[config.mk]
export PLATFORM = sky130hd
export DESIGN_NAME = exp_result_receiver
export DESIGN_NICKNAME = d
export VERILOG_FILES = /design/src/rtl/exp_result_receiver.sv
export SDC_FILE = /design/constraint.sdc
export NUM_CORES = 1
export LEC_CHECK = 0
export ABC_CLOCK_PERIOD_IN_PS = 4500
export CAP_MARGIN = 20
export CORE_MARGIN = 2
export CORE_UTILIZATION = 45
export CTS_CLUSTER_DIAMETER = 150
export DETAILED_ROUTE_END_ITERATION = 7
export PLACE_DENSITY = 0.73
export SKIP_CTS_REPAIR_TIMING = 1
export SYNTH_ARGS = -nofsm -noshare
export SYNTH_HDL_FRONTEND = slang
export SYNTH_SLANG_ARGS = --single-unit
[constraint.sdc]
create_clock -name clk -period 4.5 [get_ports clk]
set_input_delay 0.9 -clock clk [delete_from_list [all_inputs] [get_ports clk]]
set_output_delay 0.9 -clock clk [all_outputs]
set_load 0.01 [all_outputs]
[src/rtl/exp_result_receiver.sv]
// exp_result_receiver: downstream sink for the pipelined Q7.25 exponential
// evaluator. Buffers 32-bit results in a small FIFO and replays each one as
// two 16-bit beats (low half, then high half) on a valid/ready stream.
module exp_result_receiver #(
    parameter int WIDTHIN  = 32,
    parameter int WIDTHOUT = 16,
    parameter int DEPTH    = 8,
    parameter int AW       = 3
) (
    input  logic                clk,
    input  logic                reset,
    input  logic                in_valid,
    input  logic [WIDTHIN-1:0]  in_data,
    output logic                in_ready,
    output logic                out_valid,
    input  logic                out_ready,
    output logic [WIDTHOUT-1:0] out_data,
    output logic                out_last,
    output logic [15:0]         rx_count
);

    typedef enum logic [1:0] {
        ST_IDLE,
        ST_LO,
        ST_HI
    } state_t;

    localparam logic [AW:0]   FULL_CNT = (AW+1)'(DEPTH);
    localparam logic [AW:0]   CNT_ONE  = (AW+1)'(1);
    localparam logic [AW-1:0] PTR_ONE  = AW'(1);

    logic [WIDTHIN-1:0] mem_q [DEPTH];
    logic [AW-1:0]      wr_ptr_q, wr_ptr_d;
    logic [AW-1:0]      rd_ptr_q, rd_ptr_d;
    logic [AW:0]        count_q, count_d;
    logic               in_ready_q, in_ready_d;
    logic [15:0]        rx_count_q, rx_count_d;
    state_t             state_q, state_d;

    logic               push;
    logic               pop;
    logic [WIDTHIN-1:0] head;

    // Handshake qualifiers: a push needs the registered ready, a pop is the
    // acceptance of the upper-half beat.
    assign push = in_valid && in_ready_q;
    assign pop  = (state_q == ST_HI) && out_ready;
    assign head = mem_q[rd_ptr_q];

    assign in_ready = in_ready_q;
    assign rx_count = rx_count_q;

    // NOTE: the storage array is deliberately left out of reset; the
    // pointers and occupancy counter make stale entries unreachable.
    // Storage write at the tail on every accepted input word.
    always_ff @(posedge clk) begin
        if (push) begin
            mem_q[wr_ptr_q] <= in_data;
        end
    end

    // Next-state for pointers, occupancy, registered ready and result count.
    always_comb begin
        // NOTE: every comb output gets a default first so no path leaves it
        // unassigned, which would otherwise infer a latch.
        wr_ptr_d   = wr_ptr_q;
        rd_ptr_d   = rd_ptr_q;
        count_d    = count_q;
        rx_count_d = rx_count_q;

        if (push) begin
            wr_ptr_d   = wr_ptr_q + PTR_ONE;
            rx_count_d = rx_count_q + 16'd1;
        end
        if (pop) begin
            rd_ptr_d = rd_ptr_q + PTR_ONE;
        end

        unique case ({push, pop})
            2'b10:   count_d = count_q + CNT_ONE;
            2'b01:   count_d = count_q - CNT_ONE;
            default: count_d = count_q;
        endcase

        // Ready is a pure function of the next occupancy, so there is no
        // combinational path from in_valid or out_ready to in_ready.
        in_ready_d = (count_d < FULL_CNT);
    end

    // Datapath registers; reset empties the FIFO and holds in_ready low.
    always_ff @(posedge clk or posedge reset) begin
        if (reset) begin
            // NOTE: sequential state uses non-blocking assignments so every
            // flop samples its pre-edge inputs regardless of statement order.
            wr_ptr_q   <= '0;
            rd_ptr_q   <= '0;
            count_q    <= '0;
            in_ready_q <= 1'b0;
            rx_count_q <= '0;
        end else begin
            wr_ptr_q   <= wr_ptr_d;
            rd_ptr_q   <= rd_ptr_d;
            count_q    <= count_d;
            in_ready_q <= in_ready_d;
            rx_count_q <= rx_count_d;
        end
    end

    // Output FSM state register.
    always_ff @(posedge clk or posedge reset) begin
        if (reset) begin
            state_q <= ST_IDLE;
        end else begin
            state_q <= state_d;
        end
    end

    // Output FSM next-state: LO then HI per word, chaining straight into the
    // next word's LO beat when the FIFO still holds one after the pop.
    always_comb begin
        state_d = state_q;
        unique case (state_q)
            ST_IDLE: begin
                if (count_q != '0) begin
                    state_d = ST_LO;
                end
            end
            ST_LO: begin
                if (out_ready) begin
                    state_d = ST_HI;
                end
            end
            ST_HI: begin
                if (out_ready) begin
                    state_d = (count_d != '0) ? ST_LO : ST_IDLE;
                end
            end
            default: state_d = ST_IDLE;
        endcase
    end

    // Output FSM outputs: beats come straight from the head entry, zero in IDLE.
    always_comb begin
        out_valid = 1'b0;
        out_data  = '0;
        out_last  = 1'b0;
        unique case (state_q)
            ST_LO: begin
                out_valid = 1'b1;
                out_data  = head[WIDTHOUT-1:0];
            end
            ST_HI: begin
                out_valid = 1'b1;
                out_data  = head[WIDTHIN-1:WIDTHOUT];
                out_last  = 1'b1;
            end
            default: begin
                out_valid = 1'b0;
            end
        endcase
    end

endmodule

==> results of run 1 <==
layout make-up:
cell class	instances	area, um2	area share [%]
flip-flops and latches	285	8420	62.3
multi-input cells	236	2920	21.6
repair buffers	88	881	6.52
clock buffers	34	744	5.51
well taps	330	413	3.06
clock inverters	15	101	0.750
inverters	8	30.0	0.222
diodes	1	2.50	0.0185
registers in the layout (all words and copies together) (netlist names):
signal and flops:
count_q 4, in_ready 1, mem_q 256, rd_ptr_q 3, rx_count 16, state_q 2
wr_ptr_q 3
stage by stage:
stage	instance area [um2]	setup WS, ps
floorplan	11500	482
global placement	12600	907
detailed placement	12600	868
CTS	13500	282
global route	13500	159
finish	13500	320
power by group through the flow:
| stage | logic [W] | clock network [W] | registers, W |
|---|---|---|---|
| 6_report | 0.00252 | 0.00217 | 0.00350 |
| 2_1_floorplan | 0.00181 | 0 | 0.00345 |
| 3_3_place_gp | 0.00248 | 0 | 0.00352 |
| 4_1_cts | 0.00256 | 0.00220 | 0.00351 |
| 5_1_grt | 0.00272 | 0.00231 | 0.00354 |
| 3_5_place_dp | 0.00254 | 0 | 0.00356 |
synthesized netlist by cell type (all sizes together):
cell and n:
nand3 6, nor3 4, nor2b 17, mux2i 1
o31ai 1, xor2 6, ha 10, o2111ai 1
buf 17, a21oi 1, and3 2, inv 8
xnor3 1, dfrtp 29, nor2 19, a211oi 1
a31oi 3, nand4 5, mux4 64, a22oi 16
o311ai 1, o21ai 1, nand2b 3, xnor2 17
clkbuf 8, edfxtp 256, mux2 34, and2 1
nand2 21
cells in the final DEF (no fill, tap or decap), drive strengths merged, types with 4 or more instances in the layout:
cell	n
clkinv	11
mux4	64
nand2	21
clkbuf	34
mux2	34
nor2	19
xor2	6
buf	18
ha	10
clkdlybuf4s50	70
nor2b	17
inv	8
a22oi	16
edfxtp	256
xnor2	17
dfrtp	29
nand3	6
nand4	5
nor3	4
worst paths after layout:
kind                           endpoint  slack (ps)  cells past startpoint
max                        out_data[10]         320                      6
min reg2reg                rx_count[15]         480                      1
max reg2reg                  state_q[0]        1450                     10
min in group asynchronous    state_q[1]         650                      2
max in group asynchronous   rd_ptr_q[0]        3410                      3
min                        rx_count[15]         480                      1
per-layer routing:
| metal | wire length, um | share of wire, % | vias to the layer above |
|---|---|---|---|
| met1 | 9530 | 43 | 2931 |
| li1 | - | - | 2445 |
| met5 | 0 | 0 | - |
| met4 | 399 | 1.8 | 0 |
| met3 | 992 | 4.4 | 30 |
| met2 | 11500 | 51 | 142 |
cells by family (layout without fill, tap and decap cells):
kind of cell    after synthesis  after routing  synth area share [%]
compound gates               25             25                  1.58
xor+xnor                     24             24                  1.95
fa+ha+maj                    10             10                  1.09
buf+inv                      33            145                  1.87
flops                       285            285                  73.2
mux                          99             99                  17.0
other cells                   0              1                     0
simple gates                 78             78                  3.27
==> impl_metrics.env, run 1 <==
export IMPL_relSlewSlack_pct=50.9
export IMPL_drtIter0Drc=433
export IMPL_utilization_pct=53.8
export IMPL_syn_cell_area_um2=11500
export IMPL_start_util_pct=45.8
export IMPL_placedCellCount=946
export IMPL_switching_share_pct=29.1
export IMPL_worstPathRequired_ps=3600
export IMPL_max_slew_worst_pin_slew_ps=737
export IMPL_gp_congestion=0.759
export IMPL_grt_first_pass_wirelength_um=34200
export IMPL_fin_worst_skew_ps=15.5
export IMPL_setup_tns_ps=0
export IMPL_clkPwrFrac_pct=26.5
export IMPL_grt_busiest_layer="met2"
export IMPL_cp_num_buf_inv=2
export IMPL_ys_ff_latch=285
export IMPL_ys_seq_area_share_pct=73.2
export IMPL_setup_violations=0
export IMPL_wl_per_cell_um=22.5
export IMPL_crit_type="reg -> out"
export IMPL_die_h_um=164
export IMPL_grt_pass1_vias=5757
export IMPL_crit_start="rd_ptr_q[0]"
export IMPL_switchingPower_w=0.00238
export IMPL_rsz0062_at_grt="no"
export IMPL_crit_path_max_fanout=30
export IMPL_synth_top_area_share_pct=66.9
export IMPL_grt_met1_usage_pct=22.6
export IMPL_drv_slew=0
export IMPL_hp_class="reg -> reg"
export IMPL_portBuffers=70
export IMPL_seqPwrFrac_pct=42.8
export IMPL_grt_use_met2_pct=30.1
export IMPL_cts_buffer_depth=3
export IMPL_antenna_left=0
export IMPL_nets=693
export IMPL_leakage_nw=4.51
export IMPL_grt_max_degree=67
export IMPL_cp_end_kind="primary output"
export IMPL_cts_sink_count=285
export IMPL_yosysWarnings=0
export IMPL_p_comb_share_pct=30.8
export IMPL_ios=71
export IMPL_max_cap_viol_count=0
export IMPL_instances_no_fill=997
export IMPL_avgSynthCellArea_um2=20.7
export IMPL_viasPerCell=5.56
export IMPL_drive_above_1_share_pct=20.0
export IMPL_num_vias=5548
export IMPL_p_per_area_nw_per_um2=606
export IMPL_hp_start="rx_count[15]"
export IMPL_critPathArrivalTime_ps=3280
export IMPL_grt_usage_pct=17.2
export IMPL_synth_area_leaders="edfxtp_1 (67%), mux4_1 (7.3%), dfrtp_1 (6.3%), mux4_2 (6.3%), mux2_2 (3.3%)"
export IMPL_status="finished clean"
export IMPL_synth_nets=600
export IMPL_peakVddDrop_v=0.000368
export IMPL_finalHoldWorstSlack_ps=478
export IMPL_overflow=0
export IMPL_fill_cells=1906
export IMPL_yosysTopAreaCell="edfxtp_1"
export IMPL_htree_num_levels=1
export IMPL_dpl_hpwl_um=12800
export IMPL_synth_cell_types=35
export IMPL_crit_chain="buf_4 > mux4_1 > mux2_2 > a22oi_1 > nor2b_1 > clkdlybuf4s50_1"
export IMPL_slowest_delay_ps=790
export IMPL_r2r_start="state_q[0]"
export IMPL_crit_family="multiplexers"
export IMPL_synthCells=554
export IMPL_syn_to_final_growth_pct=17.6
export IMPL_clk_latency_ps=540
export IMPL_rows=58
export IMPL_antenna_found_initial=1
export IMPL_firstDrtPassIters=4
export IMPL_finalPower_w=0.00819
export IMPL_die_w_um=164
export IMPL_use_met3_pct=2.80
export IMPL_cts_made_buffers=28
export IMPL_die_area_um2=26800
export IMPL_clkTransAtPathRegs_ps=60
export IMPL_slowest_stage="dfrtp_4"
export IMPL_drcViolationCount=0
export IMPL_critPathLaunchType="register"
export IMPL_cts_root_buf="clkbuf_16"
export IMPL_wirelength_um=22400
export IMPL_coreArea_um2=25100
export IMPL_internal_power_w=0.00581
export IMPL_min_period_over_period_pct=92.9
export IMPL_period_needed_ps=4180
export IMPL_cts_tree="built"
export IMPL_max_freq_mhz=239
export IMPL_hold_violations=0
(Power assumes the default switching activity.)
==> run 2, diff against run 1 <==
--- a/config.mk
+++ b/config.mk
@@ -12,6 +12,7 @@
 export CTS_CLUSTER_DIAMETER = 150
 export DETAILED_ROUTE_END_ITERATION = 7
 export PLACE_DENSITY = 0.73
+export SETUP_SLACK_MARGIN = 0.02
 export SKIP_CTS_REPAIR_TIMING = 1
 export SYNTH_ARGS = -nofsm -noshare
 export SYNTH_HDL_FRONTEND = slang
==> results of run 2 <==
No change in the layout: final DEF, timing and power equal those of run 1.
